**config.mk**
```make
export PLATFORM = sky130hd
export DESIGN_NAME = bcd_to_dec_decoder
export DESIGN_NICKNAME = d
export VERILOG_FILES = /design/src/rtl/bcd_pkg.sv /design/src/rtl/bcd_digit_decoder.sv /design/src/rtl/bcd_to_dec_decoder.sv
export SDC_FILE = /design/constraint.sdc
export NUM_CORES = 1
export LEC_CHECK = 0
export CAP_MARGIN = 20
export CORE_MARGIN = 10
export CORE_UTILIZATION = 47
export DETAILED_ROUTE_END_ITERATION = 10
export MAX_ROUTING_LAYER = met4
export PLACE_DENSITY = 0.87
export SLEW_MARGIN = 20
export SYNTH_ARGS = -nofsm -noshare
export SYNTH_HDL_FRONTEND = slang
export SYNTH_SLANG_ARGS = --single-unit
export TNS_END_PERCENT = 30
```
**constraint.sdc**
```tcl
create_clock -name clk -period 3.6 [get_ports clk]
set_input_delay 0.72 -clock clk [delete_from_list [all_inputs] [get_ports clk]]
set_output_delay 0.72 -clock clk [all_outputs]
set_load 0.01 [all_outputs]
```
**src/rtl/bcd_pkg.sv**
```systemverilog
// Shared types and constants for the serial BCD-to-decimal decoder.
package bcd_pkg;

  // Controller states: waiting for a word, or streaming its digits out.
  typedef enum logic {
    IDLE = 1'b0,
    EMIT = 1'b1
  } state_t;

  // Largest legal BCD digit value; anything above is an invalid nibble.
  localparam logic [3:0] BCD_MAX = 4'd9;

  // Width of the one-hot decimal code.
  localparam int DEC_W = 10;

endpackage

```
**src/rtl/bcd_digit_decoder.sv**
```systemverilog
// Combinational decode of one BCD nibble into a 10-bit one-hot decimal code.
// Values 0..9 set bit <value>; values 10..15 give an all-zero code plus o_err.
module bcd_digit_decoder
  import bcd_pkg::*;
(
  input  logic [3:0]       i_nib,
  output logic [DEC_W-1:0] o_dec,
  output logic             o_err
);

  localparam logic [DEC_W-1:0] DEC_ONE = DEC_W'(1);

  // One-hot decode with invalid-nibble detection.
  always_comb begin
    o_dec = '0;
    o_err = 1'b0;
    if (i_nib > BCD_MAX) begin
      o_err = 1'b1;
    end else begin
      o_dec = DEC_ONE << i_nib;
    end
  end

endmodule

```
**src/rtl/bcd_to_dec_decoder.sv**
```systemverilog
// Serial BCD-to-decimal decoder: captures a packed BCD word and emits one
// one-hot decimal code per digit, most-significant digit first.
// Optional macro BCD_LZB_EN: leading-zero suppression (start at the highest
// nonzero nibble; an all-zero word emits a single digit 0).
//
// Handshakes: both streams use valid/ready. A transfer happens on a rising
// clk edge where valid and ready are both high. in_ready is high only in
// IDLE; out_valid is high only in EMIT. Every output is decoded from
// registered state alone, so outputs hold steady while out_ready is low.
module bcd_to_dec_decoder
  import bcd_pkg::*;
#(
  parameter  int DIGITS = 4,
  localparam int IDXW   = (DIGITS > 1) ? $clog2(DIGITS) : 1
) (
  input  logic                  clk,
  input  logic                  rst,
  input  logic                  in_valid,
  output logic                  in_ready,
  input  logic [4*DIGITS-1:0]   in_bcd,
  output logic                  out_valid,
  input  logic                  out_ready,
  output logic [DEC_W-1:0]      out_dec,
  output logic [IDXW-1:0]       out_idx,
  output logic                  out_last,
  output logic                  out_err,
  output logic                  word_err
);

  state_t                r_state;
  state_t                w_state_next;
  logic [4*DIGITS-1:0]   r_word;
  logic [IDXW-1:0]       r_idx;
  logic                  r_acc;

  logic                  w_emit;
  logic                  w_in_fire;
  logic                  w_out_fire;
  logic [3:0]            w_nib;
  logic [DEC_W-1:0]      w_dec;
  logic                  w_err;
  logic [IDXW-1:0]       w_start;

  assign w_emit     = (r_state == EMIT);
  assign w_in_fire  = in_valid && !w_emit;
  assign w_out_fire = w_emit && out_ready;

  // Nibble currently addressed by the digit index.
  assign w_nib = r_word[{r_idx, 2'b00} +: 4];

  bcd_digit_decoder u_digit (
    .i_nib (w_nib),
    .o_dec (w_dec),
    .o_err (w_err)
  );

`ifdef BCD_LZB_EN
  // Start at the highest nonzero nibble; invalid nibbles count as nonzero.
  always_comb begin
    w_start = '0;
    for (int k = 0; k < DIGITS; k++) begin
      if (in_bcd[4*k +: 4] != 4'd0) begin
        w_start = IDXW'(k);
      end
    end
  end
`else
  assign w_start = IDXW'(DIGITS - 1);
`endif

  // Next-state: leave IDLE on word capture, leave EMIT after the final digit.
  always_comb begin
    w_state_next = r_state;
    case (r_state)
      IDLE:    if (w_in_fire) w_state_next = EMIT;
      EMIT:    if (w_out_fire && (r_idx == '0)) w_state_next = IDLE;
      default: w_state_next = IDLE;
    endcase
  end

  // State, word, digit index and error accumulator registers.
  always_ff @(posedge clk or posedge rst) begin
    if (rst) begin
      r_state <= IDLE;
      r_word  <= '0;
      r_idx   <= '0;
      r_acc   <= 1'b0;
    end else begin
      r_state <= w_state_next;
      if (w_in_fire) begin
        r_word <= in_bcd;
        r_idx  <= w_start;
        r_acc  <= 1'b0;
      end else if (w_out_fire && (r_idx != '0)) begin
        r_idx <= r_idx - 1'b1;
        r_acc <= r_acc | w_err;
      end
    end
  end

  assign in_ready  = !w_emit;
  assign out_valid = w_emit;
  assign out_dec   = w_emit ? w_dec : '0;
  assign out_idx   = w_emit ? r_idx : '0;
  assign out_last  = w_emit && (r_idx == '0);
  assign out_err   = w_emit && w_err;
  assign word_err  = w_emit && (r_acc || w_err);

endmodule

```
==> results of run 1 <==
[how the worst max path moves through the flow]
stage | depth (start not counted) | start | slack [ps] | to
3_5_place_dp | 4 | r_idx[0] | 710 | out_dec[0]
2_1_floorplan | 4 | r_idx[0] | 1280 | out_dec[0]
4_1_cts | 4 | r_idx[0] | 360 | out_dec[0]
6_report | 4 | r_idx[0] | 390 | out_dec[0]
3_3_place_gp | 4 | r_idx[0] | 760 | out_dec[0]
5_1_grt | 4 | r_idx[0] | 240 | out_dec[0]
[routing by layer]
layer  wire length (µm)  up-vias  part of all wire
met3                175        4             0.072
met5                  0        -                 0
met2               1160       29              0.48
met1               1050      391              0.43
met4                 40        0             0.016
li1                   -      444                 -
[Yosys cell counts (all sizes together), types with 2 or more instances]
| cell | instances |
|---|---|
| nand2 | 51 |
| dfrtp | 20 |
| nor2 | 9 |
| inv | 5 |
| clkbuf | 4 |
| mux4 | 4 |
| nand3b | 3 |
| a21oi | 2 |
| buf | 2 |
| nand2b | 2 |
| nor2b | 2 |
| nor4 | 2 |
| or2 | 2 |
[cells by family after synthesis]
logic type,Yosys count,synth area share
muxes,4,0.0943
DFF,20,0.484
xor gates and xnor gates,1,0.00847
and+or+nand+nor,75,0.326
adders and majority gates,1,0.0121
AOI/OAI and AO/OA,5,0.0278
buffers and inverters,11,0.0472
[worst reg2reg max path: cells and delay by family (launching register included)]
kind | cells | cell delay [ps]
flip-flops | 1 | 480
multiplexers | 1 | 590
AO/OA/AOI/OAI | 2 | 360
[metrics by stage]
step                      hold slack (ps)  utilization  instances  cell area, µm²
final                                 486        0.707        178            1430
after global routing                  514        0.707        178            1430
after CTS                             490        0.707        178            1430
after detailed placement              463        0.696        175            1410
after global placement                459        0.696        175            1410
after floorplan                       437            -        117            1030
[state kept, by name, indices dropped and copies added, names as in the netlist]
register,flops
out_valid,1
r_idx,2
r_word,16
r_acc,1
[power by group]
part / leakage (nW) / internal (mW) / switching (mW) / total [mW]
logic: 0.413 / 0.425 / 0.375 / 0.800
registers: 0.245 / 0.330 / 0.0812 / 0.411
clock network: 0.0138 / 0.0391 / 0.0657 / 0.105
[layout make-up]
cell class	count	area, µm²	share of cell area
clock buffers	3	22.5	0.0158
inverters	5	18.8	0.0131
multi-input cells	86	485	0.340
flip-flops and latches	20	500	0.350
well taps	27	33.8	0.0236
repair buffers	37	368	0.257
==> flow_metrics.py, run 1 <==
metrics = {
    "cells_and_area": {
        "num-nets-final": 174,
        "filler_cell_count": 167,
        "n_antenna_cell": 0,
        "top_library_cells_by_usage_in_the_layout_fill_and_taps_aside": "sky130_fd_sc_hd__nand2_1 (51), sky130_fd_sc_hd__clkdlybuf4s50_1 (36), sky130_fd_sc_hd__dfrtp_1 (20)",
        "synthToLayoutAreaGrowth_pct": 38.1,
        "final_layout_size_suffix_gt1_frac": 0.0596,
        "layout.cells.most_common": "sky130_fd_sc_hd__nand2_1",
    },
    "logic_synthesis": {
        "area_fraction_of_the_dominant_cell_type_after_synthesis": 0.484,
        "synthArstFlopShare": 1.00,
        "synth_area_um2": 1030,
        "synthCells": 117,
        "netlist_top_cells_area": "sky130_fd_sc_hd__dfrtp_1 (48%), sky130_fd_sc_hd__nand2_1 (19%), sky130_fd_sc_hd__mux4_1 (5.1%)",
        "yosysSeqAreaShare": 0.484,
        "synthesized_flop_and_latch_total": 20,
        "synth_largest_area_cell": "sky130_fd_sc_hd__dfrtp_1",
        "postSynth.topFlopCell": "sky130_fd_sc_hd__dfrtp_1",
        "synth-edff-count": 0,
        "ys_types": 27,
        "post_synth.cell_area_avg_um2": 8.84,
        "mappedNetlistNets": 138,
        "ys_warn_count": 0,
    },
    "timing": {
        "fmax_ghz": 0.312,
        "totalNegativeSetupSlack_ps": 0,
        "timing_hold_violations_final": 0,
        "final-setup-viol-count": 0,
        "clock_period_minus_worst_slack_ps": 3210,
        "fin_worst_skew_ps": 6.15,
        "slew_viol_final": 0,
        "slew_headroom": 0.505,
        "post-route-worst-setup-slack_ps": 391,
        "layout_worst_path_cycle_share": 0.892,
        "grt_setup_unrepaired": "no",
        "worst_slew_pin_slew_ps": 741,
    },
    "setup_path": {
        "worst_ep_arrival_time_ps": 2490,
        "worst-r2r-setup-slack_ps": 2030,
        "timing_worst_setup_path_type": "reg2out",
        "reg2reg_depth": 3,
        "critical-path-max-stage-delay_ps": 590,
        "setup.worst_path.end_class": "primary output",
        "path_delay_family": "multiplexers",
        "crit_path_max_fanout": 6,
        "cp_cell_sequence": "mux4_2 > or2_4 > nor4_2 > clkdlybuf4s50_1",
        "cp_slowest_cell": "sky130_fd_sc_hd__mux4_2",
        "critical_path.reg2reg.endpoint": "r_acc",
        "crit_path_start_kind": "register",
        "number_of_buffers_and_inverters_on_the_critical_path": 1,
        "regToRegStartpoint": "r_idx[0]",
        "timing.critical_path.required_ps": 2880,
    },
    "power_and_ir_drop": {
        "power_per_cell_area_nw_per_um2": 921,
        "power_leakage_nw": 0.673,
        "report.power.total_mw": 1.32,
        "irDropWorstVdd_mv": 0.522,
    },
    "grt": {
        "use_met2": 0.188,
        "gr-max-usage-layer": "met2",
        "grt_overflow_total": 0,
        "wire_length_of_the_first_global_routing_pass_mm": 3.94,
        "grt_use_total": 0.115,
        "globalRouteMet1Util": 0.125,
        "grt_pass1_vias": 919,
        "antenna_violations_before_repair": 0,
        "gr-usage-met3": 0.0351,
        "pin_count_of_the_biggest_net_entering_global_routing": 21,
    },
    "floorplanning": {
        "num_rows": 16,
        "die_width_um": 66.9,
        "die_height_um": 66.9,
        "initial_core_util": 0.512,
        "design.core.area_um2": 2020,
        "io_pins": 37,
        "dieArea_um2": 4480,
    },
    "placed_design": {
        "post-dp-hpwl_mm": 1.99,
        "dpl_worst_slack_ps": 711,
        "gpl_congestion": 0.796,
        "placement.io_buffers": 36,
    },
    "clock_tree": {
        "cts_tree": "built",
        "worst_skew_pair.late_latency_ps": 300,
        "ctsResizeCount": 0,
        "clkSlewWorstSetupHoldPaths_ps": 110,
        "clock_path_buffers": 2,
        "tritoncts_buffers": 3,
        "htree_num_levels": 1,
        "clock_tree.root_cell": "sky130_fd_sc_hd__clkbuf_4",
        "cts_setup_buffers": 0,
        "cts.sinks": 20,
        "ctsHoldBuffers": 0,
    },
    "routing": {
        "detailedRoute.firstIterationViolations": 51,
        "drt-pass1-iter-count": 4,
        "drt_wl_total_mm": 2.43,
        "final_antenna_net_count": 0,
        "detailroute.via_count": 868,
        "drt-vias-per-instance": 4.88,
        "drt_drc_violations_left": 0,
        "detail_route.wl_per_cell_um": 13.6,
    },
    "hold_path": {
        "holdPathStages": 2,
        "end_point_of_the_worst_hold_path": "r_word[4]",
        "path_category_of_the_worst_min_delay_check": "reg2reg",
        "hold_start": "r_word[4]",
    },
    "status": {
        "outcome": "completed",
    },
    "job": {
        "max_cap_violations": 0,
    },
}
Note: power is estimated with default switching activity, not from simulation.
==> run 2, diff against run 1 <==
- CORE_MARGIN: 10 -> unset
==> run 2 against run 1 <==
Combinational power fell by 2%. Die area fell by 47%. Clock-buffer cell count did not move. Largest power group unchanged.
==> flow_metrics.py, run 2 (synthesis gave the netlist of run 1 again) <==
metrics = {
    "timing": {
        "worst_slew_pin_slew_ps": 756,
        "clock_period_minus_worst_slack_ps": 3200,
        "fmax_ghz": 0.313,
        "slew_viol_final": 0,
        "timing_hold_violations_final": 0,
        "totalNegativeSetupSlack_ps": 0,
        "final-setup-viol-count": 0,
        "slew_headroom": 0.495,
        "grt_setup_unrepaired": "no",
        "layout_worst_path_cycle_share": 0.888,
        "fin_worst_skew_ps": 6.60,
    },
    "cells_and_area": {
        "postLayoutCellArea_um2": 1460,
        "register_area_um2": 500,
        "final_layout_size_suffix_gt1_frac": 0.0658,
        "layout.cells.most_common": "sky130_fd_sc_hd__nand2_1",
        "largest_register": "r_word",
        "num-nets-final": 174,
        "synthToLayoutAreaGrowth_pct": 41.0,
        "n_antenna_cell": 0,
        "reg_top3": "r_word x16, r_idx x2",
        "filler_cell_count": 163,
        "largest_reg_flops": 16,
        "top_library_cells_by_usage_in_the_layout_fill_and_taps_aside": "sky130_fd_sc_hd__nand2_1 (51), sky130_fd_sc_hd__clkdlybuf4s50_1 (36), sky130_fd_sc_hd__dfrtp_1 (20)",
        "multi_input_comb_area_um2": 485,
    },
    "clock_tree": {
        "worst_skew_pair.late_latency_ps": 310,
        "ctsResizeCount": 0,
        "clock_path_buffers": 2,
        "cts.sinks": 20,
        "cts_tree": "built",
        "clkSlewWorstSetupHoldPaths_ps": 120,
        "ctsHoldBuffers": 0,
        "tritoncts_buffers": 3,
        "clock_tree.root_cell": "sky130_fd_sc_hd__clkbuf_4",
        "htree_num_levels": 1,
        "cts_setup_buffers": 0,
    },
    "routing": {
        "drt-vias-per-instance": 4.97,
        "drt_drc_violations_left": 0,
        "final_antenna_net_count": 0,
        "detail_route.wl_per_cell_um": 12.1,
        "detailroute.via_count": 890,
        "detailedRoute.firstIterationViolations": 16,
        "drt_wl_total_mm": 2.16,
        "drt-pass1-iter-count": 4,
    },
    "placed_design": {
        "post-dp-hpwl_mm": 1.65,
        "detailed_place.area_um2": 1410,
        "placement.io_buffers": 36,
        "gpl_congestion": 0.780,
    },
    "power_and_ir_drop": {
        "power_leakage_nw": 0.687,
        "irDropWorstVdd_mv": 0.471,
        "power_per_cell_area_nw_per_um2": 951,
    },
    "grt": {
        "grt_use_total": 0.210,
        "antenna_violations_before_repair": 0,
        "pin_count_of_the_biggest_net_entering_global_routing": 21,
        "wire_length_of_the_first_global_routing_pass_mm": 3.75,
        "grt_overflow_total": 0,
        "grt_pass1_vias": 839,
    },
    "setup_path": {
        "number_of_buffers_and_inverters_on_the_critical_path": 1,
        "critical-path-max-stage-delay_ps": 590,
        "crit_path_max_fanout": 6,
        "crit_path_start_kind": "register",
        "path_delay_family": "multiplexers",
        "cp_slowest_cell": "sky130_fd_sc_hd__mux4_2",
        "worst-r2r-setup-slack_ps": 2060,
        "worst_ep_arrival_time_ps": 2480,
        "cp_cell_sequence": "mux4_2 > or2_4 > nor3b_1 > clkdlybuf4s50_1",
        "timing.critical_path.required_ps": 2880,
        "timing_worst_setup_path_type": "reg2out",
        "setup.worst_path.end_class": "primary output",
    },
    "floorplanning": {
        "initial_core_util": 0.512,
        "dieArea_um2": 2390,
        "num_rows": 16,
        "io_pins": 37,
        "die_width_um": 48.9,
        "design.core.area_um2": 2020,
        "die_height_um": 48.9,
    },
    "job": {
        "max_cap_violations": 0,
    },
    "hold_path": {
        "path_category_of_the_worst_min_delay_check": "reg2reg",
    },
    "status": {
        "outcome": "completed",
    },
}
-- run 2: layout make-up --
class / count / area share
clock inverters: 1 / 0.0206
repair buffers: 37 / 0.252
multi-input cells: 86 / 0.333
flip-flops and latches: 20 / 0.343
clock buffers: 3 / 0.0154
inverters: 5 / 0.0129
well taps: 27 / 0.0232
-- run 2: worst reg2reg max path, cell delays in order, from the launching register on --
cell and delay [ps]:
sky130_fd_sc_hd__dfrtp_1 490, sky130_fd_sc_hd__mux4_2 600, sky130_fd_sc_hd__o21ai_0 250, sky130_fd_sc_hd__o22ai_1 100
-- run 2: layer usage --
metal / share of wire / track usage
met1: 0.45 / 0.266
met2: 0.50 / 0.347
met3: 0.036 / 0.0218
met4: 0.017 / 0.0784
met5: 0 / -
-- run 2: final timing paths --
kind / end / start / cells past startpoint
worst max-delay path: out_dec[9] / r_idx[0] / 4
worst min-delay path: r_word[15] / r_word[15] / 2
worst max register to register: r_acc / r_idx[0] / 3
worst min register to register: r_word[15] / r_word[15] / 2
max in group asynchronous: r_word[6] / rst / 2
min in group asynchronous: r_word[15] / rst / 2
-- run 2: where the power goes --
group	internal (mW)	switching, mW	total [mW]
logic	0.426	0.362	0.788
registers	0.329	0.0839	0.413
clock network	0.113	0.0734	0.186
total	0.868	0.519	1.39
-- run 2: through the flow --
step                power (mW)  utilization  cells  hold WS (ps)  setup slack (ps)
floorplan                0.904            -    117           437              1280
global placement          1.18        0.696    175           457               776
detailed placement        1.21        0.696    175           463               730
CTS                       1.40        0.722    179           495               385
global route              1.48        0.722    179           505               290
finish                    1.39        0.722    179           491               405
==> run 3, diff against run 2 <==
- GPL_ROUTABILITY_DRIVEN: unset -> 0
- PLACE_DENSITY: 0.87 -> 0.81
==> run 3 against run 2 <==
Cell count fell by 0.56%. Total power fell by 6.0%. First-iteration DRC count fell by 44%. Maximum frequency fell by 0.30%. Combinational power barely moved. Critical path depth did not move. Cell area fell by 2.1%. Flip-flop and latch count did not move. Largest power group unchanged.
==> flow_metrics.py, run 3 (synthesis gave the netlist of run 1 again) <==
metrics = {
    "cells_and_area": {
        "final_layout_size_suffix_gt1_frac": 0.0596,
        "postLayoutCellArea_um2": 1430,
        "top_library_cells_by_usage_in_the_layout_fill_and_taps_aside": "sky130_fd_sc_hd__nand2_1 (51), sky130_fd_sc_hd__clkdlybuf4s50_1 (36), sky130_fd_sc_hd__dfrtp_1 (20)",
        "layout.cells.most_common": "sky130_fd_sc_hd__nand2_1",
        "synthToLayoutAreaGrowth_pct": 38.1,
        "n_antenna_cell": 0,
        "num-nets-final": 174,
        "largest_register": "r_word",
        "largest_reg_flops": 16,
        "final_core_utilization": 0.707,
        "reg_top3": "r_word x16, r_idx x2",
    },
    "timing": {
        "totalNegativeSetupSlack_ps": 0,
        "worst_slew_pin_slew_ps": 762,
        "slew_headroom": 0.491,
        "timing_hold_violations_final": 0,
        "fin_worst_skew_ps": 6.84,
        "clock_period_minus_worst_slack_ps": 3200,
        "final-setup-viol-count": 0,
        "fmax_ghz": 0.312,
        "fin_worst_hold_slack_ps": 483,
        "grt_setup_unrepaired": "no",
        "slew_viol_final": 0,
        "layout_worst_path_cycle_share": 0.890,
    },
    "setup_path": {
        "critical_path.reg2reg.endpoint": "r_acc",
        "path_delay_family": "multiplexers",
        "setup.worst_path.end_class": "primary output",
        "crit_path_start_kind": "register",
        "timing.critical_path.required_ps": 2880,
        "reg2reg_depth": 3,
        "cp_cell_sequence": "mux4_2 > or2_4 > nor4_2 > clkdlybuf4s50_1",
        "cp_num_cells": 4,
        "critical-path-max-stage-delay_ps": 600,
        "number_of_buffers_and_inverters_on_the_critical_path": 1,
        "regToRegStartpoint": "r_idx[0]",
        "worst-r2r-setup-slack_ps": 2030,
        "timing_worst_setup_path_type": "reg2out",
        "cp_slowest_cell": "sky130_fd_sc_hd__mux4_2",
        "worst_ep_arrival_time_ps": 2480,
        "crit_path_max_fanout": 6,
    },
    "floorplanning": {
        "die_width_um": 48.9,
        "dieArea_um2": 2390,
        "design.core.area_um2": 2020,
        "io_pins": 37,
        "initial_core_util": 0.512,
        "die_height_um": 48.9,
        "num_rows": 16,
    },
    "grt": {
        "grt_pass1_vias": 836,
        "grt_overflow_total": 0,
        "wire_length_of_the_first_global_routing_pass_mm": 3.71,
        "antenna_violations_before_repair": 0,
        "pin_count_of_the_biggest_net_entering_global_routing": 21,
        "grt_use_total": 0.212,
    },
    "clock_tree": {
        "cts_tree": "built",
        "worst_skew_pair.late_latency_ps": 300,
        "cts_setup_buffers": 0,
        "htree_num_levels": 1,
        "tritoncts_buffers": 3,
        "cts.sinks": 20,
        "clock_path_buffers": 2,
        "ctsResizeCount": 0,
        "clkSlewWorstSetupHoldPaths_ps": 110,
        "clock_tree.root_cell": "sky130_fd_sc_hd__clkbuf_4",
        "ctsHoldBuffers": 0,
    },
    "routing": {
        "drt-pass1-iter-count": 4,
        "detail_route.wl_per_cell_um": 11.8,
        "detailedRoute.firstIterationViolations": 9,
        "drt_drc_violations_left": 0,
        "drt_wl_total_mm": 2.10,
        "drt-vias-per-instance": 4.98,
        "final_antenna_net_count": 0,
        "detailroute.via_count": 887,
    },
    "power_and_ir_drop": {
        "irDropWorstVdd_mv": 0.436,
        "power_per_cell_area_nw_per_um2": 913,
        "report.power.total_mw": 1.30,
        "power_leakage_nw": 0.673,
    },
    "hold_path": {
        "path_category_of_the_worst_min_delay_check": "reg2reg",
        "end_point_of_the_worst_hold_path": "r_word[3]",
        "hold_start": "r_word[3]",
        "holdPathStages": 2,
    },
    "job": {
        "max_cap_violations": 0,
    },
    "placed_design": {
        "detailed_place.area_um2": 1410,
        "post-dp-hpwl_mm": 1.61,
        "placement.io_buffers": 36,
    },
    "status": {
        "outcome": "completed",
    },
}
## run 3: area by class of cell
cell class | instances | area [µm²]
well taps | 27 | 33.8
clock buffers | 3 | 22.5
fillers | 165 | 593
inverters | 5 | 18.8
multi-input cells | 86 | 485
flip-flops and latches | 20 | 500
repair buffers | 37 | 368
## run 3: worst max-delay path by stage
stage / endpoint / slack [ps] / from
final: out_dec[0] / 400 / r_idx[0]
after global routing: out_dec[0] / 240 / r_idx[0]
after CTS: out_dec[0] / 360 / r_idx[0]
after detailed placement: out_dec[0] / 690 / r_idx[0]
after global placement: out_dec[0] / 770 / r_idx[0]
after floorplan: out_dec[0] / 1280 / r_idx[0]
## run 3: metal layers
metal  wire (µm)  global-route usage  part of all wire
met4          22              0.0882             0.010
met5           0                   -                 0
met3          63              0.0280             0.030
met2        1060               0.340              0.50
met1         954               0.271              0.45
## run 3: stage by stage
| step | cells | worst slack (ps) |
|---|---|---|
| after detailed placement | 175 | 692 |
| after CTS | 178 | 359 |
| after global placement | 175 | 773 |
| after floorplan | 117 | 1280 |
| final | 178 | 395 |
| after global routing | 178 | 237 |
## run 3: power by group
part	internal (mW)	switching, mW	total (mW)
registers	0.330	0.0816	0.411
clock network	0.0390	0.0646	0.104
logic	0.425	0.365	0.789
total	0.793	0.511	1.30
## run 3: worst min-delay path, stage by stage (launching register included)
cell                      delay [ps]
sky130_fd_sc_hd__dfrtp_1         360
sky130_fd_sc_hd__nand2_1          50
sky130_fd_sc_hd__nand2_1          50
